<file path="src/rtl/lcd_hd44780_ctrl_pkg.sv">
// rtl/lcd_hd44780_ctrl_pkg.sv - shared types, init ROM and helpers for the HD44780 controller
package lcd_pkg;

  typedef enum logic [2:0] {
    PWRUP,
    INIT_LD,
    IDLE,
    SETUP,
    PULSE,
    HOLD,
    WAIT
  } lcd_state_e;

  localparam int LCD_INIT_LEN = 6;

  // Function set 8-bit/2-line x3, display on, clear, entry mode increment.
  localparam logic [7:0] LCD_INIT_SEQ [LCD_INIT_LEN] = '{8'h38, 8'h38, 8'h38, 8'h0C, 8'h01, 8'h06};

  localparam logic [7:0] LCD_CMD_CLEAR = 8'h01;
  localparam logic [7:0] LCD_CMD_HOME  = 8'h02;

  // Clear and home are the only instructions that need the long execution wait.
  function automatic logic is_slow_cmd(input logic rs, input logic [7:0] data);
    return !rs && ((data == LCD_CMD_CLEAR) || (data == LCD_CMD_HOME));
  endfunction

  function automatic int max_int(input int a, input int b);
    return (a > b) ? a : b;
  endfunction

endpackage

</file>
<file path="src/rtl/lcd_hd44780_ctrl_if.sv">
// rtl/lcd_hd44780_ctrl_if.sv - write-request handshake and status between requester and LCD controller
interface lcd_hd44780_ctrl_if;
  logic       req_valid_i;
  logic       req_ready_o;
  logic       req_rs_i;
  logic [7:0] req_data_i;
  logic       init_done_o;
  logic       busy_o;

  modport master (
    output req_valid_i, req_rs_i, req_data_i,
    input  req_ready_o, init_done_o, busy_o
  );

  modport slave (
    input  req_valid_i, req_rs_i, req_data_i,
    output req_ready_o, init_done_o, busy_o
  );
endinterface

</file>
<file path="src/rtl/lcd_cycle_timer.sv">
// rtl/lcd_cycle_timer.sv - loadable down-counter that saturates at zero
module lcd_cycle_timer #(
  parameter int WIDTH = 8
) (
  input  logic             clk_i,
  input  logic             load,
  input  logic [WIDTH-1:0] load_val,
  output logic [WIDTH-1:0] value,
  output logic             done
);

  always_ff @(posedge clk_i) begin
    if (load) begin
      value <= load_val;
    end else if (value != '0) begin
      value <= value - 1'b1;
    end
  end

  assign done = (value == '0);

endmodule

</file>
<file path="src/rtl/lcd_hd44780_ctrl.sv">
// rtl/lcd_hd44780_ctrl.sv - HD44780 driver: power-up wait, init ROM replay, then one byte per handshake
module lcd_hd44780_ctrl
  import lcd_pkg::*;
#(
  parameter int POWERUP_CYC    = 750_000,
  parameter int SETUP_CYC      = 4,
  parameter int EN_PULSE_CYC   = 25,
  parameter int HOLD_CYC       = 4,
  parameter int CMD_WAIT_CYC   = 2_000,
  parameter int CLEAR_WAIT_CYC = 80_000
) (
  input  logic                 clk_i,
  input  logic                 rst_i,
  lcd_hd44780_ctrl_if.slave    req,
  output logic [7:0]           lcd_data_o,
  output logic                 lcd_rs_o,
  output logic                 lcd_rw_o,
  output logic                 lcd_en_o,
  output logic                 lcd_on_o
);

  localparam int MAX_CYC = max_int(max_int(max_int(POWERUP_CYC, SETUP_CYC + 1), max_int(EN_PULSE_CYC, HOLD_CYC)),
                                   max_int(CMD_WAIT_CYC, CLEAR_WAIT_CYC));
  localparam int TW = $clog2(MAX_CYC) + 1;

  lcd_state_e state_q, state_d;
  logic [2:0] k_q, k_d;
  logic       cur_rs_q, cur_rs_d;
  logic [7:0] cur_data_q, cur_data_d;
  logic [7:0] data_q, data_d;
  logic       rs_q, rs_d;
  logic       en_q, en_d;
  logic       ready_q, ready_d;
  logic       done_q, done_d;
  logic       busy_q;
  logic       on_q;

  logic          tmr_load;
  logic [TW-1:0] tmr_val;
  logic [TW-1:0] tmr_value;
  logic          tmr_done;

  lcd_cycle_timer #(.WIDTH(TW)) u_timer (
    .clk_i   (clk_i),
    .load    (tmr_load),
    .load_val(tmr_val),
    .value   (tmr_value),
    .done    (tmr_done)
  );

  always_comb begin
    state_d    = state_q;
    k_d        = k_q;
    cur_rs_d   = cur_rs_q;
    cur_data_d = cur_data_q;
    data_d     = data_q;
    rs_d       = rs_q;
    en_d       = 1'b0;
    ready_d    = 1'b0;
    done_d     = done_q;
    tmr_load   = 1'b0;
    tmr_val    = '0;

    case (state_q)
      PWRUP: begin
        if (tmr_done) state_d = INIT_LD;
      end
      INIT_LD: begin
        cur_rs_d   = 1'b0;
        cur_data_d = LCD_INIT_SEQ[k_q];
        rs_d       = 1'b0;
        data_d     = LCD_INIT_SEQ[k_q];
        tmr_load   = 1'b1;
        tmr_val    = TW'(SETUP_CYC - 1);
        state_d    = SETUP;
      end
      IDLE: begin
        ready_d = done_q;
        if (req.req_valid_i && ready_q) begin
          cur_rs_d   = req.req_rs_i;
          cur_data_d = req.req_data_i;
          ready_d    = 1'b0;
          // One extra SETUP cycle: the pins pick up the captured byte one edge after accept.
          tmr_load   = 1'b1;
          tmr_val    = TW'(SETUP_CYC);
          state_d    = SETUP;
        end
      end
      SETUP: begin
        rs_d   = cur_rs_q;
        data_d = cur_data_q;
        if (tmr_done) begin
          en_d     = 1'b1;
          tmr_load = 1'b1;
          tmr_val  = TW'(EN_PULSE_CYC - 1);
          state_d  = PULSE;
        end
      end
      PULSE: begin
        en_d = 1'b1;
        if (tmr_done) begin
          en_d     = 1'b0;
          tmr_load = 1'b1;
          tmr_val  = TW'(HOLD_CYC - 1);
          state_d  = HOLD;
        end
      end
      HOLD: begin
        if (tmr_done) begin
          tmr_load = 1'b1;
          tmr_val  = is_slow_cmd(cur_rs_q, cur_data_q) ? TW'(CLEAR_WAIT_CYC - 1) : TW'(CMD_WAIT_CYC - 1);
          state_d  = WAIT;
        end
      end
      WAIT: begin
        if (tmr_done) begin
          if (!done_q && (k_q != 3'(LCD_INIT_LEN - 1))) begin
            k_d     = k_q + 3'd1;
            state_d = INIT_LD;
          end else begin
            done_d  = 1'b1;
            ready_d = 1'b1;
            state_d = IDLE;
          end
        end
      end
      default: state_d = PWRUP;
    endcase

    // Reset preloads the power-up interval so PWRUP starts counting on the first released edge.
    if (rst_i) begin
      tmr_load = 1'b1;
      tmr_val  = TW'(POWERUP_CYC - 1);
    end
  end

  always_ff @(posedge clk_i) begin
    if (rst_i) begin
      state_q    <= PWRUP;
      k_q        <= '0;
      cur_rs_q   <= 1'b0;
      cur_data_q <= '0;
      data_q     <= '0;
      rs_q       <= 1'b0;
      en_q       <= 1'b0;
      ready_q    <= 1'b0;
      done_q     <= 1'b0;
      busy_q     <= 1'b1;
      on_q       <= 1'b0;
    end else begin
      state_q    <= state_d;
      k_q        <= k_d;
      cur_rs_q   <= cur_rs_d;
      cur_data_q <= cur_data_d;
      data_q     <= data_d;
      rs_q       <= rs_d;
      en_q       <= en_d;
      ready_q    <= ready_d;
      done_q     <= done_d;
      busy_q     <= ~ready_d;
      on_q       <= 1'b1;
    end
  end

  assign lcd_data_o      = data_q;
  assign lcd_rs_o        = rs_q;
  assign lcd_rw_o        = 1'b0;
  assign lcd_en_o        = en_q;
  assign lcd_on_o        = on_q;
  assign req.req_ready_o = ready_q;
  assign req.init_done_o = done_q;
  assign req.busy_o      = busy_q;

endmodule

</file>
<file path="src/flat_wrapper.sv">
// flat-port wrapper written by rule: the top's interface ports become plain ports
module lcd_hd44780_ctrl_flat import lcd_pkg::*;
#(
  parameter int POWERUP_CYC    = 750_000,
  parameter int SETUP_CYC      = 4,
  parameter int EN_PULSE_CYC   = 25,
  parameter int HOLD_CYC       = 4,
  parameter int CMD_WAIT_CYC   = 2_000,
  parameter int CLEAR_WAIT_CYC = 80_000
)
  (clk_i, rst_i, lcd_data_o, lcd_rs_o, lcd_rw_o, lcd_en_o, lcd_on_o, req_req_valid_i, req_req_rs_i, req_req_data_i, req_req_ready_o, req_init_done_o, req_busy_o);
  lcd_hd44780_ctrl_if req_i ();
  input  logic clk_i;
  input  logic rst_i;
  output logic [7:0] lcd_data_o;
  output logic lcd_rs_o;
  output logic lcd_rw_o;
  output logic lcd_en_o;
  output logic lcd_on_o;
  input wire logic [$bits(req_i.req_valid_i)-1:0] req_req_valid_i;
  input wire logic [$bits(req_i.req_rs_i)-1:0] req_req_rs_i;
  input wire logic [$bits(req_i.req_data_i)-1:0] req_req_data_i;
  output wire logic [$bits(req_i.req_ready_o)-1:0] req_req_ready_o;
  output wire logic [$bits(req_i.init_done_o)-1:0] req_init_done_o;
  output wire logic [$bits(req_i.busy_o)-1:0] req_busy_o;
  assign req_i.req_valid_i = req_req_valid_i;
  assign req_i.req_rs_i = req_req_rs_i;
  assign req_i.req_data_i = req_req_data_i;
  assign req_req_ready_o = req_i.req_ready_o;
  assign req_init_done_o = req_i.init_done_o;
  assign req_busy_o = req_i.busy_o;
  lcd_hd44780_ctrl #(.POWERUP_CYC(POWERUP_CYC), .SETUP_CYC(SETUP_CYC), .EN_PULSE_CYC(EN_PULSE_CYC), .HOLD_CYC(HOLD_CYC), .CMD_WAIT_CYC(CMD_WAIT_CYC), .CLEAR_WAIT_CYC(CLEAR_WAIT_CYC)) u_core (.clk_i(clk_i), .rst_i(rst_i), .req(req_i), .lcd_data_o(lcd_data_o), .lcd_rs_o(lcd_rs_o), .lcd_rw_o(lcd_rw_o), .lcd_en_o(lcd_en_o), .lcd_on_o(lcd_on_o));
endmodule
</file>
<file path="config.mk">
export PLATFORM = sky130hd
export DESIGN_NAME = lcd_hd44780_ctrl_flat
export DESIGN_NICKNAME = d
export VERILOG_FILES = /design/src/rtl/lcd_hd44780_ctrl_pkg.sv /design/src/rtl/lcd_hd44780_ctrl_if.sv /design/src/rtl/lcd_cycle_timer.sv /design/src/rtl/lcd_hd44780_ctrl.sv /design/src/flat_wrapper.sv
export SDC_FILE = /design/constraint.sdc
export NUM_CORES = 1
export LEC_CHECK = 0
export ABC_AREA = 0
export CAP_MARGIN = 20
export CORE_MARGIN = 4
export CORE_UTILIZATION = 62
export DETAILED_ROUTE_END_ITERATION = 12
export HOLD_SLACK_MARGIN = 0.1
export MAX_ROUTING_LAYER = met4
export PLACE_DENSITY = 0.83
export SLEW_MARGIN = 5
export SYNTH_ARGS = -nofsm -noshare
export SYNTH_HDL_FRONTEND = slang
export SYNTH_HIERARCHICAL = 1
export SYNTH_SLANG_ARGS = --single-unit
</file>
<file path="constraint.sdc">
create_clock -name clk_i -period 7.5 [get_ports clk_i]
set_clock_uncertainty 0.2 [all_clocks]
set_input_delay 1.875 -clock clk_i [delete_from_list [all_inputs] [get_ports clk_i]]
set_output_delay 1.875 -clock clk_i [all_outputs]
set_load 0.01 [all_outputs]
</file>
==> metrics.yaml <==
tns_ns: 0
cts_tree: "done"
synth-xor-area-share_pct: 4.33
fillers: 353
crit_required_ns: 7.15
synth_top_area_share_pct: 22.3
grt_antenna_before_repair: 0
slew_headroom_pct: 37.6
synthTopCellsByArea: "edfxtp_1 (22%), dfxtp_1 (20%), o21ai_0 (4.2%)"
clock_sinks: 50
drive_gt1_share_pct: 8.00
num-nets-final: 341
numCtsBuffers: 5
io_pins: 27
critical_path.endpoint_type: "register"
whs_path_depth: 2
syn_area_per_cell_um2: 9.26
fin_crit_ns: 4.99
synth-main-ff-cell: "dfxtp_1"
dpl.cell_count: 368
slowest_delay_ns: 0.88
startpoint_type: "primary input"
firstDrtPassIters: 4
dp_hpwl_um: 4030
drv_cap: 0
area_delta_synth_final_pct: 11.9
synth_fa_ha_area_share_pct: 2.21
synthTopCellsByCount: "nand2_1 (31), dfxtp_1 (29), o21ai_0 (24), edfxtp_1 (21), nor2_1 (19)"
synthMuxAreaShare_pct: 3.62
crit_type: "primary input to register"
instances_no_fill: 377
crit_chain: "clkdlybuf4s50_1, inv_2, o221ai_2, buf_8, inv_1, nand2_1"
via_per_inst: 5.99
worst_slew_pin_slew_ns: 0.934
r2r-start: "u_core/u_timer/value[15]"
start_util_pct: 64.6
status: "finished clean"
crit_arrival_ns: 4.63
ys_seq_area_share_pct: 42.7
routed_wl_um: 5790
ys_ff_latch: 50
hold_viol_final: 0
grt_pass1_wl_um: 9660
portBuffers: 25
period_share_pct: 66.5
cellPowerDensity_mw_per_mm2: 269
maxSlewViolCount: 0
grt_max_degree: 33
die_h_um: 75.6
r2r-end: "u_core/u_timer/value[2]"
ys_async_sr_fraction_pct: 0
crit_fanout: 27
min_path_type: "register to register"
dieArea_mm2: 0.00572
crit_family: "buffers and inverters"
cts_root_buffer: "clkbuf_8"
core_area_mm2: 0.00438
synth_compound_area_share_pct: 18.6
yosysWarningCount: 6
cp_slowest_cell: "clkdlybuf4s50_1"
clock.fmax_mhz: 201
holdBufCountCts: 0
min_to: "u_core/lcd_data_o[2]"
synth_cells: 306
power.leakage_uw: 0.00112
cts_resized: 0
cts_setup_buffers: 0
worst-path-stages: 6
clk_latency_ns: 0.30
overflow: 0
cp.buffers_inverters: 4
yosysMostFrequentCell: "nand2_1"
netlist_area_mm2: 0.00283
synth_top_family_by_area: "simple AND/OR/NAND/NOR gates"
diodes: 0
ys_types: 60
die_w_um: 75.6
ant_nets: 0
clk_transition_reported_paths_ns: 0.09
ir_worst_vdd_mv: 0.138
vias: 2258
yosys.area.top_type: "edfxtp_1"
placement_rows: 24
synth_edf_count: 21
r2r_cells: 9
wire_per_inst_um: 15.4
grt_usage_pct: 22.5
ff2ff_setup_slack_ns: 3.42
grt_pass1_vias: 2102
rsz0062_at_grt: "no"
finalSetupViolations: 0
clockBufferDepth: 2
synthSimpleGateAreaFrac_pct: 22.9
gp_congestion: 0.862
hp-start: "u_core/lcd_data_o[2]"
htreeDepth: 2
first_iter_violations: 192
remaining_drc_errors: 0
==> final cells by class <==
class	count	area, um2	share of cell area, %
inverters	12	45.0	1.42
flip-flops and latches	50	1210	38.2
clock buffers	7	86.3	2.72
well taps	52	65.1	2.05
multi-input cells	228	1490	46.8
repair buffers	27	273	8.60
clock inverters	1	5.00	0.158
==> sequential cells by signal (all words and copies together), names as in the netlist, 3 cells and up <==
signal                cells
u_core/cur_data_q         8
u_core/k_q                3
u_core/lcd_data_o         8
u_core/state_q            3
u_core/u_timer/value     21
==> layout by cell type, fill, tap and decap left out, types with 3 or more instances in the layout <==
cell type | netlist | layout
a32o_2 | 3 | 3
nor3_1 | 5 | 5
clkdlybuf4s50_1 | 0 | 25
a31oi_1 | 7 | 7
clkbuf_8 | 0 | 6
a211oi_1 | 3 | 3
o21ai_0 | 24 | 24
xnor2_1 | 5 | 5
nor2b_1 | 6 | 6
o311ai_1 | 3 | 3
conb_1 | 1 | 4
edfxtp_1 | 21 | 21
nand4_1 | 4 | 4
a221oi_1 | 4 | 4
ha_1 | 5 | 5
xor2_1 | 9 | 9
nor2_1 | 19 | 19
or4_1 | 3 | 3
nand4b_1 | 4 | 4
o211ai_1 | 3 | 3
a21oi_1 | 16 | 16
nand3_1 | 8 | 8
nor4_1 | 4 | 4
dfxtp_1 | 29 | 29
o21ai_1 | 5 | 5
a22oi_1 | 3 | 3
nand2_1 | 31 | 31
mux2i_1 | 8 | 8
nand2b_1 | 6 | 6
or3_1 | 4 | 4
inv_1 | 10 | 10
==> power by group <==
group | total [uW] | switching, uW | internal, uW
clock network | 159 | 84.3 | 74.5
registers | 422 | 72.4 | 350
logic | 270 | 145 | 126
==> tightest hold or removal path, stage by stage (launching register included) <==
cell and delay [ns]:
dfxtp_1 0.32, nand2_1 0.05, o22ai_1 0.06
==> metal layers <==
metal	global-route usage (%)	vias to the layer above	share of wire, %
li1	-	1161	-
met1	28.6	1031	45
met2	36.7	58	50
met3	4.22	8	4.4
met4	6.41	0	1.2
met5	-	-	0
==> worst max-delay path by stage <==
stage | startpoint | to | slack, ns
after floorplan | u_core/u_timer/value[14] | u_core/u_timer/value[0] | 3.54
after global placement | rst_i | u_core/u_timer/value[4] | 2.00
after detailed placement | rst_i | u_core/u_timer/value[8] | 1.89
after CTS | rst_i | u_core/u_timer/value[12] | 2.20
after global routing | rst_i | u_core/u_timer/value[8] | 2.22
final | rst_i | u_core/u_timer/value[2] | 2.51
==> stage by stage <==
step	total power, uW	util (%)	area [um2]	setup WS (ns)	hold slack [ns]
2_1_floorplan	627	-	2850	3.54	0.247
3_3_place_gp	682	69.9	3060	2.00	0.264
3_5_place_dp	692	69.9	3060	1.89	0.264
4_1_cts	851	72.0	3160	2.20	0.282
5_1_grt	906	72.3	3170	2.22	0.303
6_report	851	72.3	3170	2.51	0.277
==> logic make-up after synthesis <==
| kind of cell | after synthesis |
|---|---|
| AND/OR/NAND/NOR | 112 |
| AO/OA/AOI/OAI | 83 |
| flip-flops | 50 |
| buffers and inverters | 31 |
| XOR/XNOR | 14 |
| multiplexers | 10 |
| adder cells (fa/ha/maj) | 5 |
| other | 1 |
Note: power is estimated with default switching activity, not from simulation.
